[src/rtl/key_expansion.sv]
// AES-128 key schedule generator.
// One round key (four 32-bit words) is produced per clock after start is
// accepted, so the full 11-round schedule is ready ten cycles later. The
// schedule is held in a packed array whose element 0 is the most
// significant slice, which makes word_out a direct view of the registers.
module key_expansion #(
  parameter int Nb = 128,
  parameter int Nr = 10
) (
  input  logic                   Clk,
  input  logic                   Rst_n,
  input  logic                   start,
  input  logic [Nb-1:0]          round_key,
  output logic [Nb*(Nr+1)-1:0]   word_out,
  output logic                   busy,
  output logic                   done
);

  localparam logic [3:0] LAST_ROUND = 4'(Nr);

  // Forward AES S-box; element 0 is the leftmost byte of the literal.
  localparam logic [0:255][7:0] SBOX = {
    128'h637c777bf26b6fc53001672bfed7ab76,
    128'hca82c97dfa5947f0add4a2af9ca472c0,
    128'hb7fd9326363ff7cc34a5e5f171d83115,
    128'h04c723c31896059a071280e2eb27b275,
    128'h09832c1a1b6e5aa0523bd6b329e32f84,
    128'h53d100ed20fcb15b6acbbe394a4c58cf,
    128'hd0efaafb434d338545f9027f503c9fa8,
    128'h51a3408f929d38f5bcb6da2110fff3d2,
    128'hcd0c13ec5f974417c4a77e3d645d1973,
    128'h60814fdc222a908846eeb814de5e0bdb,
    128'he0323a0a4906245cc2d3ac629195e479,
    128'he7c8376d8dd54ea96c56f4ea657aae08,
    128'hba78252e1ca6b4c6e8dd741f4bbd8b8a,
    128'h703eb5664803f60e613557b986c11d9e,
    128'he1f8981169d98e949b1e87e9ce5528df,
    128'h8ca1890dbfe6426841992d0fb054bb16
  };

  logic [0:Nr][Nb-1:0] sched;
  logic [3:0]          round_cnt;
  logic [3:0]          prev_idx;
  logic [Nb-1:0]       prev_key;
  logic [Nb-1:0]       next_key;
  logic [31:0]         temp_word;
  logic [7:0]          rcon;

  assign word_out = sched;

  function automatic logic [31:0] sub_word(input logic [31:0] w);
    return {SBOX[w[31:24]], SBOX[w[23:16]], SBOX[w[15:8]], SBOX[w[7:0]]};
  endfunction

  function automatic logic [31:0] rot_word(input logic [31:0] w);
    return {w[23:0], w[31:24]};
  endfunction

  // Round constant for the round currently being generated.
  always_comb begin
    rcon = 8'h00;
    case (round_cnt)
      4'd1:    rcon = 8'h01;
      4'd2:    rcon = 8'h02;
      4'd3:    rcon = 8'h04;
      4'd4:    rcon = 8'h08;
      4'd5:    rcon = 8'h10;
      4'd6:    rcon = 8'h20;
      4'd7:    rcon = 8'h40;
      4'd8:    rcon = 8'h80;
      4'd9:    rcon = 8'h1b;
      4'd10:   rcon = 8'h36;
      default: rcon = 8'h00;
    endcase
  end

  // Derive the next round key from the previously stored round.
  always_comb begin
    prev_idx  = (round_cnt == 4'd0) ? 4'd0 : round_cnt - 4'd1;
    prev_key  = sched[prev_idx];
    temp_word = sub_word(rot_word(prev_key[31:0])) ^ {rcon, 24'h000000};
    next_key[127:96] = prev_key[127:96] ^ temp_word;
    next_key[95:64]  = prev_key[95:64]  ^ next_key[127:96];
    next_key[63:32]  = prev_key[63:32]  ^ next_key[95:64];
    next_key[31:0]   = prev_key[31:0]   ^ next_key[63:32];
  end

  // Accept start when idle, then fill one round slot per clock until done.
  always_ff @(posedge Clk or negedge Rst_n) begin
    if (!Rst_n) begin
      sched     <= '0;
      busy      <= 1'b0;
      done      <= 1'b0;
      round_cnt <= 4'd0;
    end else if (!busy) begin
      if (start) begin
        sched     <= '0;
        sched[0]  <= round_key;
        busy      <= 1'b1;
        done      <= 1'b0;
        round_cnt <= 4'd1;
      end
    end else begin
      sched[round_cnt] <= next_key;
      if (round_cnt == LAST_ROUND) begin
        busy      <= 1'b0;
        done      <= 1'b1;
        round_cnt <= 4'd0;
      end else begin
        round_cnt <= round_cnt + 4'd1;
      end
    end
  end

endmodule

[config.mk]
export PLATFORM = sky130hd
export DESIGN_NAME = key_expansion
export DESIGN_NICKNAME = d
export VERILOG_FILES = /design/src/rtl/key_expansion.sv
export SDC_FILE = /design/constraint.sdc
export NUM_CORES = 2
export LEC_CHECK = 0
export ABC_AREA = 1
export CAP_MARGIN = 10
export CORE_AREA = 2 2 604 606
export CTS_BUF_LIST = sky130_fd_sc_hd__clkbuf_8
export CTS_CLUSTER_DIAMETER = 30
export DETAILED_ROUTE_END_ITERATION = 10
export DIE_AREA = 0 0 606 608
export PLACE_DENSITY = 0.4
export SETUP_SLACK_MARGIN = 0.15
export SLEW_MARGIN = 20
export SYNTH_ARGS = -nofsm -noshare
export SYNTH_HDL_FRONTEND = slang
export SYNTH_SLANG_ARGS = --single-unit
[constraint.sdc]
create_clock -name Clk -period 8.8 [get_ports Clk]
set_clock_uncertainty 0.1 [all_clocks]
set_input_delay 2.64 -clock Clk [delete_from_list [all_inputs] [get_ports Clk]]
set_output_delay 2.64 -clock Clk [all_outputs]
set_load 0.1 [all_outputs]
; Word level (Yosys, flattened, before mapping)
; Memory sizes are Yosys's and may differ from the RTL's.
; Cells that the tools add are included.
[word_totals]
ff_bits = 1414
rom_bits = 8320
in_bits = 131
out_inout_bits = 1410
n_memories = 5
[classes]
n_addsub = 2
order_cmp = 7
eq_ne = 2
n_mux = 26
bitwise = 11
reduce_logical = 4
[mem_list]
columns = name, depth, width, read_ports, rd_ports_with_merged_regs, write_ports, line_no
row1 = (name not given), 256, 8, 1, 0, 0, 52  ; return {SBOX[w[31:24]], SBOX[w[23:16]], SBOX[w[15:8]], SBOX[w[7:0]]};
row2 = (name not given), 256, 8, 1, 0, 0, 52
row3 = (name not given), 256, 8, 1, 0, 0, 52
row4 = (name not given), 256, 8, 1, 0, 0, 52
row5 = (name not given), 16, 8, 1, 0, 0, 62  ; case (round_cnt)
[op_table]
columns = operator, count
row1 = 1408-bit 2-to-1 mux, 2
row2 = 1408-bit bitwise mux, 1
row3 = 128-bit binary-select mux with 4-bit select, 1
row4 = 128-bit demux with 4-bit select, 1
row5 = 128-bit 2-to-1 mux, 3
row6 = 32-bit XOR, 5
row7 = 8-bit 2-to-1 mux, 8
row8 = "9-bit >= comparator, second input constant", 4
row9 = 8-bit inverter with 9-bit output, 4
row10 = 4-bit 2-to-1 mux, 4
row11 = "5-bit >= comparator, second input constant", 2
row12 = 4-bit inverter with 5-bit output, 2
row13 = 1-bit 2-to-1 mux, 6
row14 = "5-bit by 1-bit less-than comparator with 1-bit output, second input constant", 1
row15 = "4-bit by 1-bit adder with 4-bit output, second input constant", 1
row16 = "4-bit == test, second input constant", 1
row17 = 4-bit zero test, 1
row18 = "4-bit by 1-bit subtractor with 4-bit output, second input constant", 1
row19 = "2-bit by 1-bit inequality test with 1-bit output, second input constant", 1
row20 = 2-bit AND reduction, 1
row21 = 2-bit nonzero test, 1
row22 = 1-bit logical AND, 1

; Depth between registers and ports, before layout
[depth]
word_depth = 17
depth_mapped = 40

; Least setup slack after synthesis
; OpenSTA, ideal clock, no wires.
[synth_timing]
path_kind = reg2reg
startpoint = reg round_cnt[0]
endpoint = reg sched, in the netlist word_out[517]
setup_ps = 130
arrival_ps = 5096
slack_ps = 3473
stages_incl_launch_ff = 36
period_less_slack_ps = 5327
path_cell_list = dfrtp_1 > inv_2 > buf_2 > buf_4 > buf_2 > clkbuf_1 > buf_1 > ha_1 > nor2_1 > inv_1 > nand2_4 > buf_4 > buf_4 > nand3_1 > nand3_1 > nand3_1 > nand2_2 > inv_2 > ha_1 > inv_1 > nand3_1 > clkbuf_1 > nand2_1 > a31oi_1 > a21oi_1 > nand2_1 > nand3_1 > nand3_1 > nand2_1 > nand2_1 > nand3b_1 > nand2_1 > nand2_1 > buf_4 > nand3_1 > o21ai_0
[synth_between]
elab_chain_len = 17
word_cells_on_any_way = 24
cone_classes = add/sub: 1 / order compare: 2 / mux: 10 / bitwise: 8 / reduce/logical: 2 / memory: 1
[synth_rtl]
columns = item, line_no
row1 = "start, declared", 42  ; logic [3:0] round_cnt;
row2 = "start signal, assigned", 110  ; round_cnt <= round_cnt + 4'd1;
row3 = 4-bit by 1-bit subtractor with 4-bit output or 4-bit zero test (tied branches), 79  ; prev_idx = (round_cnt == 4'd0) ? 4'd0 : round_cnt - 4'd1;
row4 = 4-bit 2-to-1 mux, 79
row5 = 4-bit inverter with 5-bit output (not written as such), 80  ; prev_key = sched[prev_idx];
row6 = 128-bit binary-select mux with 4-bit select, 80
row7 = 128-bit 2-to-1 mux (not written as such) (2 in series), 80
row8 = 8-bit inverter with 9-bit output (not written as such), 52
row9 = memory 256 x 8 bit, n/a
row10 = 8-bit 2-to-1 mux (not written as such) (2 in series), 52
row11 = 32-bit XOR, 81  ; temp_word = sub_word(rot_word(prev_key[31:0])) ^ {rcon, 24'h000000};
row12 = 32-bit XOR, 82  ; next_key[127:96] = prev_key[127:96] ^ temp_word;
row13 = 32-bit XOR, 83  ; next_key[95:64] = prev_key[95:64] ^ next_key[127:96];
row14 = 32-bit XOR, 84  ; next_key[63:32] = prev_key[63:32] ^ next_key[95:64];
row15 = 32-bit XOR, 85  ; next_key[31:0] = prev_key[31:0] ^ next_key[63:32];
row16 = 1408-bit bitwise mux (*), 104  ; sched[round_cnt] <= next_key;
row17 = 1408-bit 2-to-1 mux (*), 95  ; end else if (!busy) begin
row18 = "end signal, assigned by index", 104
row19 = "end, declared", 41  ; logic [0:Nr][Nb-1:0] sched;
; Every way passes the cells marked *; elsewhere a longest branch is shown, timed or not. The select of a mux whose other input is x is not followed.
; A chain may end at the register's enable or synchronous reset.

; Worst setup path in the final report
[layout_timing]
startpoint = reg round_cnt[0]
endpoint = reg sched, in the netlist word_out[394]
; The elaborated chain is that of the path after synthesis.

==> impl_metrics.json <==
{
  "post_cts_resize_count": 0,
  "layoutNonFillerInstCount": 17500,
  "dieArea_um2": 368000,
  "wirelength_mm": 695,
  "drc": 0,
  "hold_viol": 0,
  "status": "finished clean",
  "vias": 96600,
  "multi_input_area_um2": 37300,
  "rows": 221,
  "yosysWarnings": 0,
  "cts-root-buf": "clkbuf_8",
  "grt_util_all_layers_pct": 36.3,
  "dr.pass1.iters": 6,
  "die_w_um": 606,
  "yosys-top-cells-count": "nand2_1 (2504), nand3_1 (1900), dfrtp_1 (1414)",
  "maxCapViolCount": 0,
  "yosysTopAreaCell": "dfrtp_1",
  "rsz0062_at_grt": "no",
  "dp_cells": 16700,
  "yosysSeqAreaShare_pct": 43.9,
  "worstSetupEndpointType": "flip-flop",
  "syn-instance-count": 10900,
  "ys_ff_latch": 1414,
  "synthArstFlopShare_pct": 100,
  "worstSetupPathType": "flip-flop to flip-flop",
  "antenna_left": 0,
  "crit_path_max_fanout": 57,
  "synth_area_leaders": "dfrtp_1 (44%), nand3_1 (12%), nand2_1 (12%)",
  "first_global_vias": 92400,
  "synth_nets": 11100,
  "nets": 12500,
  "fin_crit_ps": 8260,
  "cts_buffers": 425,
  "postCtsHoldBufs": 0,
  "h-tree-depth": 5,
  "core_area_um2": 362000,
  "worst_pin_slew_ps": 1260,
  "crit_top_cell": "nand2_1",
  "port_buffers": 1540,
  "cts.sinks": 1414,
  "grt_pass1_wl_mm": 907,
  "nFillCells": 39400,
  "pin_count": 1541,
  "area_growth_syn_to_layout_pct": 36.5,
  "antenna_found_initial": 80,
  "fin_crit_sh_pct": 93.9,
  "cp-start-kind": "flip-flop",
  "final_cell_area_um2": 110000,
  "ys.flop_type": "dfrtp_1",
  "overflow": 0,
  "grt_max_degree": 163,
  "maxSlewHeadroom_pct": 15.8,
  "register_area_um2": 35400,
  "avgSynthCellArea_um2": 7.38,
  "dieHeight_um": 608,
  "cts.path.max_buffers": 4,
  "synth-edff-count": 0,
  "routedWlPerCell_um": 39.7,
  "max_stage_delay_ps": 670,
  "slew_viol_final": 0,
  "synth_most_common_cell": "nand2_1",
  "gp_congestion": 1.01,
  "hpwl_mm": 510,
  "clk_pin_slew_ps": 50,
  "setup_viol": 0,
  "via_per_inst": 5.53,
  "insertion_delay_ps": 1150,
  "cts_setup_buffers": 0,
  "post-synth-top-area-fraction_pct": 43.9,
  "tritoncts": "built",
  "placed_cell_area_um2": 100000,
  "drive_gt1_share_pct": 11.2,
  "crit_arrival_ps": 9080,
  "start_util_pct": 22.3,
  "cpMaxStageDelayCell": "nand2_2",
  "hp-class": "flip-flop to flip-flop",
  "fin_setup_tns_ps": 0,
  "hold_slack_ps": 402,
  "fmax_ghz": 0.121,
  "syn_area_um2": 80500,
  "drt_iter0_markers": 12000,
  "cp_data_required_time_ps": 9610,
  "ys_types": 52
}
-- worst max-delay path, delay by kind of cell, from the launching register on --
kind / cells / cell delay [ps]
AO/OA/AOI/OAI: 1 / 90
adder cells (fa/ha/maj): 1 / 520
buffers and inverters: 6 / 1660
flip-flops: 1 / 520
AND/OR/NAND/NOR: 22 / 5030
-- flip-flops by register name, summed over array words and instances (netlist names) --
register	count
round_cnt	4
done	1
word_out	1408
busy	1
-- layer usage --
| metal | global-route usage (%) | wire (um) | part of all wire [%] | vias to the layer above |
|---|---|---|---|---|
| met2 | 56.4 | 310000 | 45 | 5790 |
| met4 | 21.0 | 46200 | 6.6 | 22 |
| met1 | 46.5 | 284000 | 41 | 49800 |
| li1 | - | - | - | 39900 |
| met3 | 7.27 | 54500 | 7.8 | 1185 |
| met5 | 0 | 156 | 0.022 | - |
-- layout make-up --
class	count	area share [%]
Multi-Input combinational cell	7631	33.9
Sequential cell	1414	32.2
Timing Repair Buffer	1847	16.0
Clock buffer	525	6.57
Tap cell	4794	5.46
Inverter	966	3.40
Clock inverter	260	2.39
Antenna cell	52	0.118
-- path summary, 6_finish.rpt --
path,start,endpoint,slack (ps),cells after the start
max,round_cnt[0],word_out[394],540,30
min,word_out[654],word_out[654],400,2
max reg2reg,round_cnt[0],word_out[394],540,30
min reg2reg,word_out[654],word_out[654],400,2
max in group asynchronous,Rst_n,word_out[1225],5430,2
min in group asynchronous,Rst_n,word_out[1172],1450,1
-- stage by stage --
step	worst slack (ps)	utilization, %
after floorplan	3470	-
after global routing	608	30.4
after CTS	834	30.4
after global placement	939	27.7
after detailed placement	935	27.6
final	537	30.4
-- cell families (layout without fill, tap and decap cells) --
group | after synthesis | count (layout) | synth area share (%)
other | 0 | 52 | 0
xor gates and xnor gates | 9 | 9 | 0.0979
DFF | 1414 | 1414 | 43.9
and+or+nand+nor | 4965 | 4965 | 27.0
adders and majority gates | 63 | 63 | 0.979
AOI/OAI and AO/OA | 2594 | 2594 | 17.9
buffers and inverters | 1863 | 3598 | 10.1
-- cell usage in the layout, fill, tap and decap left out, types with 17 or more instances in the layout --
cell type        Yosys  routed
nand2_1           2504    2492
nand3_1           1900    1899
dfrtp_1           1414    1413
clkdlybuf4s50_1      0    1370
o21ai_0           1155    1149
inv_1              887     968
o22ai_1            554     554
clkbuf_8             0     525
a21oi_1            524     524
buf_4              123     403
nor2_1             386     372
o211ai_1           136     136
o21ai_1            117     122
clkinv_2             0      91
nand2_2             78      80
ha_1                63      63
inv_2               57      53
diode_2              0      52
o311ai_0            56      51
bufinv_16            0      50
buf_2              289      43
buf_12               1      30
nand3_2             25      26
nand2_4             17      24
nand3b_1            20      20
nor2_4               3      17
Power is not shown: default switching activity piles up to over one toggle a cycle in this logic, so the estimate is an artifact.
